**src/rtl/aud_pkg.sv**
```systemverilog
// ---------------------------------------------------------------------------
// aud_pkg -- shared definitions for the audio level meter.
//   meter_state_t : peak-marker FSM states
//   NUM_SEG       : number of LED segments on the bar (also max level)
//   LEVEL_W       : width of level / peak values
//   CLIP_THRESH   : absolute sample magnitude that counts as clipping
//   sat_abs()     : saturating absolute value of a signed 16-bit sample
// ---------------------------------------------------------------------------
package aud_pkg;

  typedef enum logic [1:0] {
    S_IDLE  = 2'd0,
    S_HOLD  = 2'd1,
    S_DECAY = 2'd2
  } meter_state_t;

  localparam int          NUM_SEG     = 25;
  localparam int          LEVEL_W     = 5;
  localparam logic [15:0] CLIP_THRESH = 16'd32000;

  // -32768 has no positive 16-bit counterpart, so it saturates to 32767.
  function automatic logic [15:0] sat_abs(input logic signed [15:0] s);
    logic [15:0] r;
    if (s == 16'sh8000)
      r = 16'h7FFF;
    else if (s < 0)
      r = 16'(-s);
    else
      r = 16'(s);
    return r;
  endfunction

endpackage

```
**src/rtl/aud_therm_dec.sv**
```systemverilog
// ---------------------------------------------------------------------------
// aud_therm_dec -- purely combinational thermometer decoder.
//   value : input, 5-bit count 0..NUM_SEG
//   therm : output, NUM_SEG bits, therm[k] = 1 for every k < value
// ---------------------------------------------------------------------------
module aud_therm_dec
  import aud_pkg::*;
(
  input  logic [LEVEL_W-1:0] value,
  output logic [NUM_SEG-1:0] therm
);

  generate
    for (genvar gi = 0; gi < NUM_SEG; gi++) begin : g_seg
      assign therm[gi] = (value > LEVEL_W'(gi));
    end
  endgenerate

endmodule

```
**src/rtl/aud_level_meter.sv**
```systemverilog
// ---------------------------------------------------------------------------
// aud_level_meter -- VU-style level meter with held/decaying peak marker.
//   i_AUD_BCLK : clock, everything on its rising edge
//   i_rst_n    : asynchronous active-low reset
//   i_en       : meter enable (play or record active)
//   i_lrc      : LR clock, rising edge marks a completed sample
//   i_data     : signed 16-bit sample, stable while i_lrc is high
//   i_clear    : single-cycle clear of peak and clip latch
//   o_level    : current level 0..25 (|sample| >> 10, clamped)
//   o_peak     : held peak 0..25
//   o_bar      : LED bar, thermometer of o_level OR one-hot peak dot
//   o_clip     : latched clip indicator
// Optional feature: define AUD_LEVEL_METER_CLIP_EN to build the clip latch;
// otherwise o_clip is tied low.
// Timing: event cycle -> |sample| registered -> level/peak/bar visible two
// cycles after the event cycle. Hold/decay counters count sample events only.
// ---------------------------------------------------------------------------
module aud_level_meter
  import aud_pkg::*;
#(
  parameter int HOLD_SAMPLES  = 4800,
  parameter int DECAY_SAMPLES = 1600
) (
  input  logic               i_AUD_BCLK,
  input  logic               i_rst_n,
  input  logic               i_en,
  input  logic               i_lrc,
  input  logic [15:0]        i_data,
  input  logic               i_clear,
  output logic [LEVEL_W-1:0] o_level,
  output logic [LEVEL_W-1:0] o_peak,
  output logic [NUM_SEG-1:0] o_bar,
  output logic               o_clip
);

  localparam logic [15:0]        HOLD_LOAD  = 16'(HOLD_SAMPLES);
  localparam logic [15:0]        DECAY_LOAD = 16'(DECAY_SAMPLES);
  localparam logic [LEVEL_W-1:0] MAX_LEVEL  = LEVEL_W'(NUM_SEG);

  logic               lrc_q;
  logic               evt;
  logic               evt_d1_reg;
  logic [15:0]        abs_reg;
  logic [LEVEL_W-1:0] level_now;
  logic [LEVEL_W-1:0] peak_dec;
  logic [LEVEL_W-1:0] level_reg;
  logic [LEVEL_W-1:0] peak_reg;
  logic [15:0]        hold_cnt_reg;
  logic [15:0]        decay_cnt_reg;
  meter_state_t       state_reg;
  logic [NUM_SEG-1:0] level_therm;
  logic [NUM_SEG-1:0] peak_dot;

  assign evt = i_en & i_lrc & ~lrc_q;

  // Level from the registered magnitude; bits above 25 clamp to full scale.
  assign level_now = (abs_reg[15:10] > 6'(MAX_LEVEL)) ? MAX_LEVEL
                                                      : abs_reg[14:10];
  assign peak_dec  = peak_reg - LEVEL_W'(1);

  always_ff @(posedge i_AUD_BCLK or negedge i_rst_n) begin
    if (!i_rst_n) begin
      lrc_q         <= 1'b0;
      evt_d1_reg    <= 1'b0;
      abs_reg       <= '0;
      level_reg     <= '0;
      peak_reg      <= '0;
      hold_cnt_reg  <= '0;
      decay_cnt_reg <= '0;
      state_reg     <= S_IDLE;
    end else begin
      lrc_q <= i_lrc;
      if (!i_en) begin
        // Meter off: drop any in-flight sample and blank the display.
        evt_d1_reg <= 1'b0;
        level_reg  <= '0;
        peak_reg   <= '0;
        state_reg  <= S_IDLE;
      end else if (i_clear) begin
        // Clear wins over a coincident or in-flight sample; level is kept.
        evt_d1_reg <= 1'b0;
        peak_reg   <= '0;
        state_reg  <= S_IDLE;
      end else begin
        evt_d1_reg <= evt;
        if (evt)
          abs_reg <= sat_abs(i_data);
        if (evt_d1_reg) begin
          level_reg <= level_now;
          if ((level_now >= peak_reg) && (level_now != '0)) begin
            peak_reg     <= level_now;
            hold_cnt_reg <= HOLD_LOAD;
            state_reg    <= S_HOLD;
          end else begin
            case (state_reg)
              S_HOLD: begin
                if (hold_cnt_reg <= 16'd1) begin
                  hold_cnt_reg  <= '0;
                  decay_cnt_reg <= DECAY_LOAD;
                  state_reg     <= S_DECAY;
                end else begin
                  hold_cnt_reg <= hold_cnt_reg - 16'd1;
                end
              end
              S_DECAY: begin
                if (decay_cnt_reg <= 16'd1) begin
                  decay_cnt_reg <= DECAY_LOAD;
                  // Here level < peak, so peak-1 never drops below level
                  // unless they meet; the marker stops at the live level.
                  peak_reg <= (peak_dec > level_now) ? peak_dec : level_now;
                  if (peak_reg == LEVEL_W'(1))
                    state_reg <= S_IDLE;
                end else begin
                  decay_cnt_reg <= decay_cnt_reg - 16'd1;
                end
              end
              default: state_reg <= S_IDLE;
            endcase
          end
        end
      end
    end
  end

`ifdef AUD_LEVEL_METER_CLIP_EN
  logic clip_reg;

  always_ff @(posedge i_AUD_BCLK or negedge i_rst_n) begin
    if (!i_rst_n)
      clip_reg <= 1'b0;
    else if (i_clear)
      clip_reg <= 1'b0;
    else if (i_en && evt_d1_reg && (abs_reg >= CLIP_THRESH))
      clip_reg <= 1'b1;
  end

  assign o_clip = clip_reg;
`else
  logic unused_abs_low;
  assign unused_abs_low = &{1'b0, abs_reg[9:0]};
  assign o_clip = 1'b0;
`endif

  aud_therm_dec u_level_therm (
    .value (level_reg),
    .therm (level_therm)
  );

  generate
    for (genvar gi = 0; gi < NUM_SEG; gi++) begin : g_dot
      assign peak_dot[gi] = (peak_reg == LEVEL_W'(gi + 1));
    end
  endgenerate

  assign o_level = level_reg;
  assign o_peak  = peak_reg;
  assign o_bar   = level_therm | peak_dot;

endmodule
```
**config.mk**
```make
export PLATFORM = sky130hd
export DESIGN_NAME = aud_level_meter
export DESIGN_NICKNAME = d
export VERILOG_FILES = /design/src/rtl/aud_pkg.sv /design/src/rtl/aud_therm_dec.sv /design/src/rtl/aud_level_meter.sv
export SDC_FILE = /design/constraint.sdc
export NUM_CORES = 1
export LEC_CHECK = 0
export ABC_AREA = 1
export CAP_MARGIN = 20
export CORE_ASPECT_RATIO = 1.2
export CORE_MARGIN = 5
export CORE_UTILIZATION = 59
export CTS_CLUSTER_DIAMETER = 30
export DETAILED_ROUTE_END_ITERATION = 10
export PLACE_DENSITY = 0.82
export SLEW_MARGIN = 30
export SYNTH_ARGS = -nofsm -noshare
export SYNTH_HDL_FRONTEND = slang
export SYNTH_SLANG_ARGS = --single-unit
```
**constraint.sdc**
```tcl
create_clock -name i_AUD_BCLK -period 4 [get_ports i_AUD_BCLK]
set_input_delay 0.8 -clock i_AUD_BCLK [delete_from_list [all_inputs] [get_ports i_AUD_BCLK]]
set_output_delay 0.8 -clock i_AUD_BCLK [all_outputs]
set_load 0.02 [all_outputs]
```
# Yosys cells after proc, flatten, opt, wreduce, memory -nomap -nowiden
# Index checks and enable logic that the tools add are counted.
totals:
  output_inout_bits: 36
  wordCells: 125
  regBits: 62
  input_bits: 21
classes:
  n_bitwise: 6
  addsub: 4
  n_reduce_logical: 10
  magnitude_cmp: 31
  n_mux: 29
  eq_ne: 37
ops:
  columns: ["cell", "n"]
  rows:
  - ["$mux W16", 7]
  - ["$mux W5", 11]
  - ["$eq A5 B5 Y1 const B", 10]
  - ["$gt A5 B5 Y1 const B", 9]
  - ["$eq A5 B4 Y1 const B", 8]
  - ["$gt A5 B4 Y1 const B", 8]
  - ["$le A16 B1 Y1 const B", 2]
  - ["$pmux W16 S2", 1]
  - ["$sub A16 B1 Y16 const B", 2]
  - ["$or A25 B25 Y25", 1]
  - ["$eq A5 B3 Y1 const B", 4]
  - ["$gt A5 B3 Y1 const B", 4]
  - ["$eq A16 B16 Y1 const B", 1]
  - ["$lt A16 B1 Y1 const B", 1]
  - ["$neg A16 Y16", 1]
  - ["$ne A5 B5 Y1 const B", 3]
  - ["$mux W2", 7]
  - ["$eq A5 B2 Y1 const B", 2]
  - ["$gt A5 B1 Y1 const B", 2]
  - ["$gt A5 B2 Y1 const B", 2]
  - ["$ne A4 B1 Y1 const B", 2]
  - ["$reduce_and A4 Y1", 2]
  - ["$gt A6 B5 Y1 const B", 1]
  - ["$reduce_and A3 Y1", 2]
  - ["other kinds (18)", 24]

# Depth between registers and ports, before layout
# Gate-level depths: netlist (run 1).
depth:
  word_depth: 10
  mapped_depth: 22
  mapped_depth_nobuf: 21

# Modules after synthesis
# From an unflattened synthesis (run 1), not the netlist that was laid out.
unflattened:
  hier_cells: 597
  hier_area_um2: 4197.8
by_module_without_submodules:
  columns: ["mod", "cells_per_inst", "n_inst", "area_each_um2"]
  rows:
  - ["aud_level_meter", 550, 1, 3973.8]
  - ["aud_therm_dec", 47, 1, 224.0]

# Worst setup path after synthesis (run 1)
# No wires, ideal clock.
synth_path:
  path_kind: "reg-to-output"
  start: "register peak_reg[0] (netlist: o_peak[0])"
  end: "output port o_bar[3]"
  stages_incl_launch_ff: 5
  t_arrival_ns: 1.752
  path_slack_ns: 1.448
  path_cell_list: "dfrtp_1 -> inv_1 -> ha_1 -> inv_1 -> o311ai_0"
synth_via:
  elab_chain_cells: 2
synth_rtl:
  columns: ["item", "line", "rtl"]
  rows:
  - ["from (decl)", "aud_level_meter.sv:47", "logic [LEVEL_W-1:0] peak_reg;"]
  - ["from (signal assigned)", "aud_level_meter.sv:91", "peak_reg <= level_now;"]
  - ["from (signal assigned)", "aud_level_meter.sv:110", "peak_reg <= (peak_dec > level_now) ? peak_dec : level_now;"]
  - ["$eq A5 B3 Y1", "aud_level_meter.sv:151", "assign peak_dot[gi] = (peak_reg == LEVEL_W'(gi + 1));"]
  - ["$or A25 B25 Y25", "aud_level_meter.sv:157", "assign o_bar = level_therm | peak_dot;"]
  - ["to (decl)", "aud_level_meter.sv:32", "output logic [NUM_SEG-1:0] o_bar,"]
# Every way passes these cells.

# Worst setup path in the final report (run 1)
layout_path:
  start: "register peak_reg[2] (netlist: o_peak[2])"
  end: "output port o_bar[3]"
# Same word-level chain as after synthesis.

==> results of run 1 <==
==> power by group <==
group	internal [mW]	total, mW	switching [mW]
Combinational	0.173	0.461	0.289
Sequential	0.575	0.629	0.0538
Clock	0.190	0.382	0.192
==> per-layer routing <==
metal | up-vias | global-route usage (%)
met3 | 30 | 4.52
met1 | 1738 | 27.5
met4 | 0 | 11.3
met2 | 146 | 40.3
li1 | 1922 | -
met5 | - | 0
==> area by class of cell <==
cell class                 count  share of cell area (%)
inverter                      77                    6.25
tap                           85                    2.28
clock inverter                 3                   0.993
clock buffer                   5                    1.48
timing repair buffer          56                    11.9
sequential                    52                    27.9
multi-input combinational    421                    49.2
==> cells in the final DEF (no fill, tap or decap), types with 3 or more instances in the layout <==
cell type,n
clkbuf_8,5
dfrtp_1,52
xor2_1,20
ha_1,19
nand3_1,41
nand3b_1,3
a21oi_1,10
nor3_1,16
o211ai_1,6
o22ai_1,11
o21ai_0,28
o21ai_2,4
nand4_1,6
inv_1,75
nor2_1,72
xnor2_1,9
nand2_1,129
nand2_2,6
o21ai_1,7
clkdlybuf4s50_1,54
nor2_2,5
o221ai_1,6
==> final timing paths <==
kind	start	endpoint	cells past startpoint	slack (ps)
hold / removal	lrc_q	evt_d1_reg	1	470
hold reg to reg	lrc_q	evt_d1_reg	1	470
setup reg to reg	abs_reg[13]	hold_cnt_reg[0]	21	1050
min in group asynchronous	i_rst_n	decay_cnt_reg[3]	1	500
setup / recovery	o_peak[2]	o_bar[3]	5	810
max in group asynchronous	i_rst_n	hold_cnt_reg[15]	2	2710
==> worst register-to-register path: cells and delay by family (launching register included) <==
family / cells / cell delay [ps]
buf+inv: 5 / 600
simple gates: 14 / 1480
fa+ha+maj: 1 / 300
flops: 1 / 430
compound gates: 1 / 50
==> cells by family (layout without fill, tap and decap cells) <==
| family | count (synthesis) | in the layout | synth area share (%) |
|---|---|---|---|
| other | 1 | 1 | 0.0942 |
| AND/OR/NAND/NOR | 290 | 290 | 32.2 |
| AO/OA/AOI/OAI | 81 | 81 | 12.5 |
| buffers and inverters | 92 | 141 | 9.71 |
| flip-flops | 52 | 52 | 32.7 |
| adder cells (fa/ha/maj) | 19 | 19 | 5.97 |
| XOR/XNOR | 30 | 30 | 6.79 |
==> stage by stage <==
stage	util [%]	cell area (um^2)	setup slack, ps
floorplan	-	3980	1450
global placement	70.1	4550	1130
detailed placement	70.1	4550	1080
CTS	71.9	4660	837
global route	71.9	4660	665
finish	71.9	4660	810
==> flow_summary_export.csv, run 1 <==
group,metric,value,unit
yosys,ys_seq_elements,52,
clocking,cts_sinks,52,
min_path,min_path_type,"reg -> reg",
sta,fin_worst_hold_slack,472,ps
grt,grt_use_total,23.3,%
floorplanning,rows,32,
setup_path,required,3200,ps
route,drt-pass1-iter-count,5,
route,wl_met3,666,um
grt,antenna_found_initial,0,
floorplanning,coreArea,0.00649,mm^2
floorplanning,die_h,100,um
route,routed_wl,9570,um
yosys,synthArstFlopShare,100,%
route,dr.first_iter.drc_count,194,
sta,setup_violations,0,
grt,grt_pass1_wl,16400,um
clocking,cts_buffer_depth,2,
clocking,htree_num_levels,2,
route,dr.max_layer_used,"met4",
sta,worst_pin_slew,675,ps
cells_and_area,fillers,549,
setup_path,crit_path_max_fanout,9,
sta,hold_viol,0,
route,routedWlPerCell,13.7,um
sta,rsz0062_at_grt,"false",
placed_design,gp_congestion,0.919,
clocking,hold_buffers,0,
yosys,synth_area_leaders,"dfrtp_1 33%, nand2_1 12%, inv_1 7.1%",
yosys,synth.most_common_cell,"nand2_1",
sta,max_freq,314,MHz
sta,fin_crit_sh,79.7,%
clocking,cts_root_buf,"clkbuf_8",
setup_path,slowest_stage,"clkdlybuf4s50_1",
clocking,cts-resized-gates,0,
placed_design,port_buffers,55,
placed_design,dp_hpwl,7340,um
yosys,synth-main-ff-cell,"dfrtp_1",
floorplanning,io_pins,57,
yosys,yosys.cell_types.count,46,
yosys,avgSynthCellArea,7.05,um^2
cells_and_area,antennaDiodeCount,0,
yosys,synth_common_cells,"129 x nand2_1, 75 x inv_1, 72 x nor2_1",
yosys,synth-edff-count,0,
clocking,cts_tree,"yes",
yosys,yosysWarnings,0,
yosys,yosys.area.top_type,"dfrtp_1",
setup_path,endpoint_kind,"output pin",
setup_path,path_class,"reg -> out",
sta,fin_setup_tns,0,ps
power,p_leak,2.24,nW
route,dr_wl_met2,4640,um
sta,skew,12.4,ps
cells_and_area,final-seq-area,0.00130,mm^2
run,maxCapViolCount,0,
clocking,cts_setup_buffers,0,
placed_design,dpl.cell_count,691,
yosys,netlist_instances,565,
clocking,insertion_delay,320,ps
cells_and_area,syn2layout_area_growth,17.1,%
route,viasPerCell,5.49,
yosys,yosys.area.top_type_share,32.7,%
grt,grt_max_degree,30,
setup_path,cp_data_arrival_time,2390,ps
route,vias,3836,
power,max-vdd-ir-drop,0.350,mV
yosys,yosysSeqAreaShare,32.7,%
sta,maxSlewViolCount,0,
clocking,numCtsBuffers,5,
setup_path,timing.critical_path.max_delay_family,"buffers and inverters",
cells_and_area,stdcell_count,699,
floorplanning,initial_core_util,61.4,%
status,outcome,"completed",
setup_path,crit_path_frequent_cell,"inv_1",
sta,slew_headroom,54.5,%
route,wl_met1,3920,um
yosys,synth_fp_nets,605,
power,power,1.47,mW
sta,fin_crit,3190,ps
floorplanning,die_w,85,um
setup_path,worstPathCellList,"inv_1 > nor2_1 > inv_1 > o311ai_0 > clkdlybuf4s50_1",
cells_and_area,multi_input_area,0.00229,mm^2
route,drc,0,
power,p_per_area,316,mW/mm^2
setup_path,crit_buf_inv,3,
cells_and_area,drive_above_1_share,6.19,%
grt,grt_pass1_vias,3745,
yosys,syn-cell-area,0.00398,mm^2
floorplanning,dieArea,0.00850,mm^2
clocking,clk_pin_slew,110,ps
setup_path,critPathMaxStageDelay,670,ps
setup_path,startpoint_type,"flop",
grt,grt.overflow.total,0,
cells_and_area,nets,653,
route,drtAntennaViolNets,0,
Note: power is estimated with default switching activity, not from simulation.
==> run 2: changes to the inputs <==
Settings changed: CORE_UTILIZATION 59 to 56, PLACE_DENSITY 0.82 to 0.79.
Clock period 4 ns to 3.3 ns, I/O delays scaled along.
==> flow_summary_export.csv, run 2 (same netlist as run 1, synthesis figures left out) <==
group,metric,value,unit
status,outcome,"completed",
setup_path,startpoint,"o_peak[2]",
setup_path,slowest_stage,"clkdlybuf4s50_1",
grt,grt_max_degree,53,
sta,worst_pin_slew,670,ps
route,vias,3870,
route,routed_wl,9580,um
sta,max_freq,335,MHz
sta,fin_setup_tns,0,ps
clocking,hold_buffers,0,
sta,maxSlewViolCount,0,
clocking,cts-resized-gates,0,
floorplanning,dieArea,0.00891,mm^2
route,drtAntennaViolNets,0,
sta,setup_violations,0,
cells_and_area,nets,655,
clocking,cts_sinks,52,
setup_path,critPathMaxStageDelay,680,ps
setup_path,endpoint_kind,"output pin",
clocking,cts_root_buf,"clkbuf_8",
clocking,insertion_delay,320,ps
setup_path,worstPathCellList,"inv_1 > nor2_1 > inv_1 > o311ai_0 > clkdlybuf4s50_1",
route,routedWlPerCell,13.6,um
sta,fin_worst_hold_slack,414,ps
route,drc,0,
setup_path,required,2640,ps
cells_and_area,fillers,606,
sta,fin_crit,2990,ps
setup_path,startpoint_type,"flop",
cells_and_area,final_common_cell,"nand2_1",
sta,slew_headroom,55.4,%
grt,antenna_found_initial,0,
grt,grt_use_total,22.5,%
setup_path,crit_path_max_fanout,9,
clocking,clk_pin_slew,120,ps
clocking,numCtsBuffers,5,
placed_design,pre_cts_slack,450,ps
floorplanning,rows,33,
clocking,cts_buffer_depth,2,
sta,fin_crit_sh,90.5,%
setup_path,crit_end,"o_bar[3]",
setup_path,r2r_setup_slack,400,ps
floorplanning,die_h,102,um
min_path,min_path_type,"in -> async",
placed_design,dpl.cell_count,695,
grt,grt_pass1_wl,16300,um
floorplanning,die_w,87.0,um
clocking,cts_setup_buffers,0,
run,maxCapViolCount,0,
placed_design,gp_congestion,0.930,
setup_path,cp_data_arrival_time,2330,ps
floorplanning,io_pins,57,
sta,setup_ws,312,ps
clocking,htree_num_levels,2,
setup_path,path_class,"reg -> out",
cells_and_area,stdcell_count,703,
setup_path,reg2regPathDepth,21,
clocking,cts_tree,"yes",
sta,hold_viol,0,
route,drt-pass1-iter-count,5,
cells_and_area,final_cell_mix,"129 x nand2_1, 75 x inv_1, 72 x nor2_1, 54 x clkdlybuf4s50_1, 52 x dfrtp_1",
cells_and_area,antennaDiodeCount,0,
setup_path,crit_path_frequent_cell,"inv_1",
setup_path,reg2reg_from,"abs_reg[14]",
cells_and_area,syn2layout_area_growth,17.0,%
floorplanning,initial_core_util,57.8,%
power,power,1.71,mW
sta,skew,23.6,ps
route,viasPerCell,5.50,
cells_and_area,drive_above_1_share,6.49,%
route,dr.first_iter.drc_count,164,
sta,rsz0062_at_grt,"false",
placed_design,dp_hpwl,7260,um
power,max-vdd-ir-drop,0.271,mV
placed_design,port_buffers,55,
setup_path,r2r_end,"hold_cnt_reg[0]",
floorplanning,coreArea,0.00690,mm^2
power,p_leak,2.23,nW
grt,grt_pass1_vias,3705,
grt,grt.overflow.total,0,
power,p_per_area,368,mW/mm^2
-- run 2: changes by cell type in the layout (fill, tap and decap cells not counted) --
cell        before  now
clkinvlp_4       0    2
clkinv_2         1    0
buf_4            1    3
bufinv_16        1    0
-- run 2: how the worst min path moves through the flow --
stage,cells past startpoint,start,slack (ps),end
global placement,2,abs_reg[11],490,abs_reg[11]
detailed placement,2,state_reg[0],500,state_reg[0]
global route,2,i_rst_n,500,decay_cnt_reg[2]
finish,2,i_rst_n,410,decay_cnt_reg[2]
floorplan,0,i_rst_n,360,abs_reg[10]
CTS,2,i_rst_n,470,decay_cnt_reg[2]
-- run 2: worst max-delay path, delay by kind of cell (launching register included) --
kind	cells	cell delay (ps)
buf+inv	3	940
flops	1	590
compound gates	1	340
simple gates	1	150
-- run 2: cell type report --
class,instances,area [um^2],share of cell area [%]
multi-input combinational,421,2290,49.2
tap,87,109,2.34
inverter,77,292,6.26
clock inverter,3,26.3,0.564
clock buffer,5,68.8,1.48
timing repair buffer,58,568,12.2
sequential,52,1300,27.9
-- run 2: metal layers --
| metal | track usage [%] | up-vias | routed length, um |
|---|---|---|---|
| met1 | 28.2 | 1804 | 4140 |
| met3 | 3.23 | 11 | 617 |
| met2 | 39.3 | 128 | 4700 |
| li1 | - | 1927 | - |
| met5 | 0 | - | 0 |
| met4 | 7.79 | 0 | 132 |
-- run 2: stage by stage --
| step | utilization [%] | instance area, um^2 |
|---|---|---|
| 6_report | 67.6 | 4660 |
| 5_1_grt | 67.6 | 4660 |
| 4_1_cts | 67.6 | 4660 |
| 3_5_place_dp | 66.2 | 4560 |
| 3_3_place_gp | 66.2 | 4560 |
| 2_1_floorplan | - | 3980 |
-- run 2: report_power, final --
part / internal (mW) / switching, mW / leakage, nW
sequential: 0.697 / 0.0626 / 0.674
combinational: 0.213 / 0.351 / 1.51
clock: 0.155 / 0.234 / 0.0423
total: 1.07 / 0.648 / 2.23
==> run 3: changes to the inputs <==
Settings changed: MAX_ROUTING_LAYER set to met4.
==> flow_summary_export.csv, run 3 (same netlist as run 1, synthesis figures left out) <==
group,metric,value,unit
status,outcome,"completed",
route,routedWlPerCell,13.8,um
floorplanning,rows,33,
sta,fin_setup_tns,0,ps
floorplanning,initial_core_util,57.8,%
grt,grt_pass1_wl,16500,um
grt,grt_use_total,23.4,%
placed_design,pre_cts_slack,470,ps
sta,maxSlewViolCount,0,
sta,setup_ws,224,ps
grt,grt_pass1_vias,3741,
route,drt-pass1-iter-count,5,
sta,setup_violations,0,
cells_and_area,nets,657,
clocking,hold_buffers,0,
sta,hold_viol,0,
sta,worst_pin_slew,759,ps
clocking,cts-resized-gates,0,
route,routed_wl,9760,um
sta,fin_crit,3080,ps
setup_path,worstPathCellList,"inv_1 > nor2_1 > inv_1 > o311ai_0 > clkdlybuf4s50_1",
power,p_leak,2.24,nW
placed_design,place_area,0.00458,mm^2
floorplanning,coreArea,0.00690,mm^2
clocking,htree_num_levels,2,
min_path,min_path_type,"in -> async",
sta,slew_headroom,48.9,%
clocking,cts_tree,"yes",
setup_path,cp_data_arrival_time,2420,ps
clocking,numCtsBuffers,5,
power,max-vdd-ir-drop,0.289,mV
setup_path,critPathMaxStageDelay,680,ps
route,dr.first_iter.drc_count,164,
setup_path,required,2640,ps
sta,max_freq,325,MHz
cells_and_area,fin_area,0.00467,mm^2
grt,antenna_found_initial,0,
route,drtAntennaViolNets,0,
clocking,cts_sinks,52,
cells_and_area,drive_above_1_share,6.80,%
power,power,1.72,mW
route,vias,3953,
sta,rsz0062_at_grt,"false",
route,drc,0,
cells_and_area,final_cell_mix,"129 x nand2_1, 75 x inv_1, 72 x nor2_1, 54 x clkdlybuf4s50_1, 52 x dfrtp_1",
placed_design,gp_congestion,0.976,
cells_and_area,antennaDiodeCount,0,
grt,grt.overflow.total,0,
clocking,clk_pin_slew,110,ps
setup_path,crit_path_max_fanout,9,
floorplanning,io_pins,57,
placed_design,dp_hpwl,7720,um
setup_path,slowest_stage,"clkdlybuf4s50_1",
sta,skew,19.0,ps
clocking,cts_setup_buffers,0,
setup_path,crit_path_frequent_cell,"inv_1",
clocking,insertion_delay,320,ps
cells_and_area,final_common_cell,"nand2_1",
setup_path,startpoint_type,"flop",
placed_design,port_buffers,55,
clocking,cts_buffer_depth,2,
grt,grt_max_degree,27,
sta,fin_crit_sh,93.2,%
route,viasPerCell,5.61,
floorplanning,die_w,87.0,um
floorplanning,dieArea,0.00891,mm^2
clocking,cts_root_buf,"clkbuf_8",
setup_path,endpoint_kind,"output pin",
setup_path,r2r_setup_slack,480,ps
floorplanning,die_h,102,um
setup_path,path_class,"reg -> out",
run,maxCapViolCount,0,
cells_and_area,syn2layout_area_growth,17.3,%
power,p_per_area,368,mW/mm^2
[run 3: cell types whose count changed in the layout (fill, tap and decap cells not counted), sizes merged]
cell	change
buf	+2
clkinvlp	-1
inv	+1
[run 3: path summary, 6_finish.rpt]
path / cells after the start / from / endpoint
min: 1 / i_rst_n / decay_cnt_reg[4]
min reg2reg: 2 / abs_reg[11] / abs_reg[11]
min in group i_AUD_BCLK: 2 / abs_reg[11] / abs_reg[11]
max reg2reg: 21 / abs_reg[14] / hold_cnt_reg[0]
max: 5 / o_peak[2] / o_bar[3]
max in group asynchronous: 2 / i_rst_n / abs_reg[14]
[run 3: critical path: cells and delay by family (launching register included)]
family / cells / cell delay [ps]
AO/OA/AOI/OAI: 1 / 370
buffers and inverters: 3 / 980
flip-flops: 1 / 600
AND/OR/NAND/NOR: 1 / 160
[run 3: metrics by stage]
| step | utilization (%) | std cells | hold WS (ps) |
|---|---|---|---|
| floorplan | - | 565 | 364 |
| global placement | 66.4 | 697 | 483 |
| detailed placement | 66.4 | 697 | 498 |
| CTS | 67.8 | 705 | 311 |
| global route | 67.8 | 705 | 323 |
| finish | 67.8 | 705 | 301 |
[run 3: per-layer routing]
layer	track usage, %	part of all wire [%]	vias to the layer above
li1	-	-	1941
met1	27.7	42	1820
met2	40.3	49	174
met3	2.98	6.9	18
met4	8.63	1.9	0
met5	-	0	-
[run 3: power by group]
part           leakage (nW)  switching, mW  internal, mW  total, mW
clock network        0.0452          0.228         0.155      0.383
registers             0.674         0.0676         0.697      0.765
logic                  1.52          0.355         0.219      0.573
[run 3: area by class of cell]
type / count / area [um^2]
Timing Repair Buffer: 60 / 583
Sequential cell: 52 / 1300
Inverter: 77 / 292
Fill cell: 627 / 2220
Tap cell: 87 / 109
Clock buffer: 5 / 68.8
Clock inverter: 3 / 25.0
Multi-Input combinational cell: 421 / 2290
